[src/rtl/spi_slave_std_pkg.sv]
// Shared types and defaults for the standard SPI responder.
package spi_slave_std_pkg;

    // Frame state of the responder
    typedef enum logic [1:0] {
        StIdle   = 2'd0,
        StActive = 2'd1,
        StSkip   = 2'd2
    } state_e;

    localparam int unsigned RxBitsDefault   = 48;
    localparam int unsigned TxBitsDefault   = 80;
    localparam logic        IdleFillDefault = 1'b1;

    // Bit counter width; the counter saturates at its maximum value
    localparam int unsigned CntWidth = 8;

endpackage

[src/rtl/spi_pin_sync.sv]
// Two-flop synchroniser for an SPI pin plus rise/fall strobe generation.
module spi_pin_sync #(
    parameter logic ResetVal = 1'b1
) (
    input  logic spi_clk_i,
    input  logic spi_rst_i,
    input  logic pin_i,
    output logic rise_o,
    output logic fall_o
);

    // [0] first sync stage, [1] synchronised level, [2] delayed copy for edge detection
    logic [2:0] pin_q;

    // Shift the pin through the synchroniser and delay stage
    always_ff @(posedge spi_clk_i or negedge spi_rst_i) begin
        if (!spi_rst_i) begin
            pin_q <= {3{ResetVal}};
        end else begin
            pin_q <= {pin_q[1:0], pin_i};
        end
    end

    // One-cycle strobes on each synchronised transition
    always_comb begin
        rise_o = pin_q[1] & ~pin_q[2];
        fall_o = ~pin_q[1] & pin_q[2];
    end

endmodule

[src/rtl/spi_slave_std.sv]
// SPI responder: receives RX_BITS on MOSI, returns TX_BITS on MISO, pins oversampled
// in the spi_clk_i domain.
module spi_slave_std
    import spi_slave_std_pkg::*;
#(
    parameter int unsigned RX_BITS   = RxBitsDefault,
    parameter int unsigned TX_BITS   = TxBitsDefault,
    parameter logic        IDLE_FILL = IdleFillDefault
) (
    input  logic               spi_clk_i,
    input  logic               spi_rst_i,
    input  logic               spi_fbo_i,
    input  logic               SCK,
    input  logic               SS,
    input  logic               MOSI,
    output logic               MISO,
    output logic               miso_oe_o,
    input  logic [TX_BITS-1:0] tx_data_i,
    input  logic               tx_valid_i,
    output logic               tx_ack_o,
    output logic [RX_BITS-1:0] rx_data_o,
    output logic               rx_valid_o,
    output logic               frame_err_o,
    output logic               busy_o
);

    localparam logic [CntWidth-1:0] RxLast = CntWidth'(RX_BITS - 1);
    localparam logic [CntWidth-1:0] RxCnt  = CntWidth'(RX_BITS);
    localparam logic [CntWidth-1:0] CntMax = {CntWidth{1'b1}};

    logic sck_rise, sck_fall;
    logic ss_rise, ss_fall;
    logic [1:0] mosi_q;

    state_e               state_q;
    logic                 fbo_q;
    logic [CntWidth-1:0]  cnt_q;
    logic [RX_BITS-1:0]   rx_shift_q;
    logic [TX_BITS-1:0]   tx_shift_q;
    logic [RX_BITS-1:0]   rx_data_q;
    logic                 rx_pend_q;
    logic                 rx_valid_q;
    logic                 tx_ack_q;
    logic                 frame_err_q;
    logic                 busy_q;
    logic                 miso_q;
    logic                 miso_oe_q;

    logic [TX_BITS-1:0]   tx_load;
    logic                 tx_load_bit;
    logic [TX_BITS-1:0]   tx_next;
    logic                 tx_next_bit;
    logic [RX_BITS-1:0]   rx_next;
    logic [CntWidth-1:0]  cnt_inc;

    // SCK idles high, so its synchroniser resets high to avoid a spurious edge
    spi_pin_sync #(
        .ResetVal (1'b1)
    ) u_sck_sync (
        .spi_clk_i (spi_clk_i),
        .spi_rst_i (spi_rst_i),
        .pin_i     (SCK),
        .rise_o    (sck_rise),
        .fall_o    (sck_fall)
    );

    // SS resets to "selected": the FSM starts in SKIP and only leaves it on a seen
    // SS rise, so a reset while SS is low can never join a frame mid-way
    spi_pin_sync #(
        .ResetVal (1'b0)
    ) u_ss_sync (
        .spi_clk_i (spi_clk_i),
        .spi_rst_i (spi_rst_i),
        .pin_i     (SS),
        .rise_o    (ss_rise),
        .fall_o    (ss_fall)
    );

    // MOSI synchroniser, same depth as the SCK path so data lines up with the strobe
    always_ff @(posedge spi_clk_i or negedge spi_rst_i) begin
        if (!spi_rst_i) begin
            mosi_q <= 2'b11;
        end else begin
            mosi_q <= {mosi_q[0], MOSI};
        end
    end

    // Next values for load, shift and count
    always_comb begin
        tx_load     = tx_valid_i ? tx_data_i : {TX_BITS{IDLE_FILL}};
        tx_load_bit = spi_fbo_i ? tx_load[TX_BITS-1] : tx_load[0];
        tx_next     = fbo_q ? {tx_shift_q[TX_BITS-2:0], IDLE_FILL}
                            : {IDLE_FILL, tx_shift_q[TX_BITS-1:1]};
        tx_next_bit = fbo_q ? tx_shift_q[TX_BITS-2] : tx_shift_q[1];
        rx_next     = fbo_q ? {rx_shift_q[RX_BITS-2:0], mosi_q[1]}
                            : {mosi_q[1], rx_shift_q[RX_BITS-1:1]};
        cnt_inc     = (cnt_q == CntMax) ? cnt_q : cnt_q + 1'b1;
    end

    // Frame FSM with registered outputs
    always_ff @(posedge spi_clk_i or negedge spi_rst_i) begin
        if (!spi_rst_i) begin
            state_q     <= StSkip;
            fbo_q       <= 1'b1;
            cnt_q       <= '0;
            rx_shift_q  <= '1;
            tx_shift_q  <= '1;
            rx_data_q   <= '0;
            rx_pend_q   <= 1'b0;
            rx_valid_q  <= 1'b0;
            tx_ack_q    <= 1'b0;
            frame_err_q <= 1'b0;
            busy_q      <= 1'b0;
            miso_q      <= IDLE_FILL;
            miso_oe_q   <= 1'b0;
        end else begin
            tx_ack_q    <= 1'b0;
            rx_valid_q  <= 1'b0;
            frame_err_q <= 1'b0;
            rx_pend_q   <= 1'b0;

            // Report the word one cycle after the RX_BITS-th bit was shifted in
            if (rx_pend_q) begin
                rx_data_q  <= rx_shift_q;
                rx_valid_q <= 1'b1;
            end

            unique case (state_q)
                StIdle: begin
                    if (ss_fall) begin
                        fbo_q      <= spi_fbo_i;
                        cnt_q      <= '0;
                        rx_shift_q <= '0;
                        tx_shift_q <= tx_load;
                        tx_ack_q   <= tx_valid_i;
                        miso_q     <= tx_load_bit;
                        miso_oe_q  <= 1'b1;
                        busy_q     <= 1'b1;
                        state_q    <= StActive;
                    end
                end
                StActive: begin
                    // SS release takes priority over a coincident SCK edge
                    if (ss_rise) begin
                        frame_err_q <= (cnt_q < RxCnt);
                        miso_q      <= IDLE_FILL;
                        miso_oe_q   <= 1'b0;
                        busy_q      <= 1'b0;
                        state_q     <= StIdle;
                    end else if (sck_rise) begin
                        rx_shift_q <= rx_next;
                        cnt_q      <= cnt_inc;
                        if (cnt_q == RxLast) begin
                            rx_pend_q <= 1'b1;
                        end
                    end else if (sck_fall && (cnt_q != '0)) begin
                        // The falling edge before the first bit is setup only
                        tx_shift_q <= tx_next;
                        miso_q     <= tx_next_bit;
                    end
                end
                StSkip: begin
                    if (ss_rise) begin
                        state_q <= StIdle;
                    end
                end
                default: begin
                    state_q <= StIdle;
                end
            endcase
        end
    end

    // Output drive from registers
    always_comb begin
        MISO        = miso_q;
        miso_oe_o   = miso_oe_q;
        tx_ack_o    = tx_ack_q;
        rx_data_o   = rx_data_q;
        rx_valid_o  = rx_valid_q;
        frame_err_o = frame_err_q;
        busy_o      = busy_q;
    end

endmodule
[config.mk]
export PLATFORM = sky130hd
export DESIGN_NAME = spi_slave_std
export DESIGN_NICKNAME = d
export VERILOG_FILES = /design/src/rtl/spi_slave_std_pkg.sv /design/src/rtl/spi_pin_sync.sv /design/src/rtl/spi_slave_std.sv
export SDC_FILE = /design/constraint.sdc
export NUM_CORES = 1
export LEC_CHECK = 0
export CAP_MARGIN = 20
export CORE_MARGIN = 3
export CORE_UTILIZATION = 40
export CTS_CLUSTER_SIZE = 30
export DETAILED_ROUTE_END_ITERATION = 10
export DONT_BUFFER_PORTS = 1
export GPL_TIMING_DRIVEN = 1
export PLACE_DENSITY = 0.54
export REMOVE_ABC_BUFFERS = 1
export SETUP_SLACK_MARGIN = 0.5
export SYNTH_ARGS = -nofsm -noshare
export SYNTH_HDL_FRONTEND = slang
export SYNTH_HIERARCHICAL = 1
export SYNTH_SLANG_ARGS = --single-unit
[constraint.sdc]
create_clock -name spi_clk_i -period 2.5 [get_ports spi_clk_i]
set_input_delay 0.5 -clock spi_clk_i [delete_from_list [all_inputs] [get_ports spi_clk_i]]
set_output_delay 0.5 -clock spi_clk_i [all_outputs]
set_load 0.01 [all_outputs]
==> metrics.csv <==
stage,metric,value,unit
status,status,"complete, but fails checks",
status,violations,hold timing,
sta,max_clock_freq,429.1,MHz
drt,wl_per_cell,18.77,um
synth,yosysSeqAreaShare,0.5196,
sta,setup_viol,0,
critical_path,path_class,register to register,
floorplan,floorplan.die_area,0.02695,mm2
layout,n_antenna_cell,0,
sta,fin_skew,9.988,ps
floorplan,rows,57,
min_path,min_path_type,input port to async pin,
clocking,clkLatencyLatePin,500,ps
layout,fin_cells,1209,
placement,globalplace.congestion,0.7765,
critical_path,worstPathMaxFanout,6,
layout,final_nets,958,
drt,vias_per_cell,5.406,
power,ir_drop,0.5372,mV
clocking,clock_sinks,201,
clocking,holdBufCountCts,3,
critical_path,required,2930,ps
placement,portBuffers,0,
layout,multi_input_area,0.004644,mm2
synth,yosysUniqueCellTypes,37,
synth,async_flop_share,1.000,
sta,final_max_slew_viol_count,0,
sta,hold_violations,149,
clocking,tritoncts.num_buffers,24,
placement,dpl.hpwl,13.07,mm
synth,synth_mux_area_frac,0.2754,
clocking,htreeDepth,1,
critical_path,reg2reg_depth,9,
drt,first_iter_violations,423,
floorplan,ios,141,
clocking,cts-root-buf,clkbuf_16,
synth,ys.flop_type,dfstp_2,
global_route,grt_pass1_vias,6775,
synth,synth_top_family_by_area,multiplexers,
sta,setup_tns,0,ps
sta,hold_slack,-310.9,ps
floorplan,die-height,164.2,um
layout,area_growth,17.35,%
sta,rsz0062_at_grt,true,
sta,tightest_slew,631.9,ps
global_route,grt_max_degree,202,
drt,vias,6536,
critical_path,cp.arrival,2760,ps
layout,regArea,0.005205,mm2
synth,synth_xor_area_frac,0,
synth,syn_inst,866,
clocking,cts_buffer_depth,3,
global_route,grt_pass1_wl,35.88,mm
drt,postRouteAntennaNets,0,
drt,wirelength,22.69,mm
global_route,grt_overflow,0,
synth,syn_area,0.01001,mm2
sta,max_slew_margin,0.5787,
global_route,antenna_found_initial,0,
critical_path,end_kind,register,
synth,postSynthAreaPerCell,11.56,um2
job,max_cap_violations,0,
sta,period_share,0.9322,
floorplan,die_w,164.2,um
global_route,grt_use_total,0.1614,
placement,dp_cells,1136,
synth,synth_fa_ha_area_frac,0.005001,
synth,synth_edf_count,0,
power,leakage,5.032,nW
layout,layout_common_cells,"dfstp_2, mux2i_1, mux2_2",
synth,ys_seq_elements,201,
synth,synthSimpleGateAreaFrac,0.07252,
layout,layout_commonest_cell,dfstp_2,
sta,period_needed,2330,ps
power,power_density,1060,mW/mm2
synth,ys_warn_count,6,
clocking,cts_tree,yes,
critical_path,start_kind,register,
critical_path,reg2reg_slack,170,ps
synth,synth_compound_area_frac,0.09215,
layout,num-fill-cells,2177,
layout,drive_gt1_frac,0.4124,
floorplan,start_util,0.4091,
drt,drc,0,
floorplan,core-area,0.02446,mm2
drt,firstDrtPassIters,4,
clocking,clkTransAtPathRegs,60,ps
## through the flow
step	hold WS, ps	util	setup WS [ps]	area, um2	power [mW]
floorplan	204.4	-	-8110	9699	7.546
global placement	210.6	0.4216	182.4	10310	8.160
detailed placement	209.4	0.4216	140.1	10310	8.320
CTS	-337.0	0.4684	213.0	11460	12.27
global route	-336.2	0.4801	119.7	11740	13.16
finish	-310.9	0.4801	169.5	11740	12.45
## timing repair
item / 4_1_cts / 5_1_grt
setup endpoints to repair: 131 / 92
gates resized for setup: 20 / 35
pin swaps: 3 / 4
buffers inserted: 12 / 4
hold endpoints to repair: 204 / 201
gates cloned: 5 / 5
## kinds of logic after synthesis
group / after synthesis
muxes: 259
and+or+nand+nor: 172
buffers and inverters: 78
adders and majority gates: 4
DFF: 201
AOI/OAI and AO/OA: 152
## where the power goes
group	total, mW	switching [mW]	internal, mW
clock network	3.45	1.34	2.10
logic	4.18	2.03	2.15
registers	4.82	0.593	4.23
## path summary, 6_finish.rpt
path,start,to
worst min-delay path,spi_rst_i,rx_data_o[33]
worst max-delay path,cnt_q[0],tx_shift_q[31]
worst min register to register,u_ss_sync/pin_q[0],u_ss_sync/pin_q[1]
worst max register to register,cnt_q[0],tx_shift_q[31]
max in group asynchronous,spi_rst_i,tx_shift_q[26]
min in group spi_clk_i,spi_fbo_i,fbo_q
## flip-flops by register name, summed over array words and instances (netlist names)
name,count
miso_oe_o,1
tx_shift_q,80
state_q,2
rx_data_o,48
frame_err_o,1
fbo_q,1
MISO,1
rx_shift_q,48
tx_ack_o,1
cnt_q,8
u_sck_sync/pin_q,3
rx_valid_o,1
rx_pend_q,1
u_ss_sync/pin_q,3
mosi_q,2
## cells in the mapped netlist, types with 4 or more instances
library cell / number / area share
buf_4: 4 / 0.0030
ha_1: 4 / 0.0050
mux2_2: 125 / 0.14
inv_1: 11 / 0.0041
dfstp_2: 136 / 0.36
dfrtp_1: 65 / 0.16
nor2_1: 81 / 0.030
o31ai_1: 50 / 0.038
nand2_1: 60 / 0.023
buf_2: 6 / 0.0030
o21ai_0: 7 / 0.0035
clkbuf_1: 42 / 0.016
a21oi_1: 88 / 0.044
or4_1: 4 / 0.0030
nand3_1: 7 / 0.0035
buf_1: 9 / 0.0034
buf_6: 5 / 0.0056
mux2i_1: 128 / 0.13
mux2_1: 6 / 0.0068
## per-layer routing
metal  global-route usage  vias to the layer above  wire length (um)
met5                    0                        -                 0
met2               0.2653                      139             10820
met3              0.03733                       30              1399
met1               0.2177                     3280             10090
li1                     -                     3087                 -
met4              0.03537                        0               384
## cell type report
| class | count | share of cell area |
|---|---|---|
| inverters | 12 | 0.004262 |
| repair buffers | 41 | 0.05434 |
| well taps | 324 | 0.03452 |
| flip-flops and latches | 201 | 0.4432 |
| clock buffers | 34 | 0.06126 |
| clock inverters | 10 | 0.006925 |
| multi-input cells | 587 | 0.3955 |
## worst max-delay path, cell delays in order (launching register included)
cell      delay [ps]
dfrtp_1          390
inv_2             90
ha_4             120
or4b_4           440
o2111a_2         290
a21oi_4          200
buf_6            160
buf_12           110
buf_16           120
mux2_2           330
Note: power is estimated with default switching activity, not from simulation.
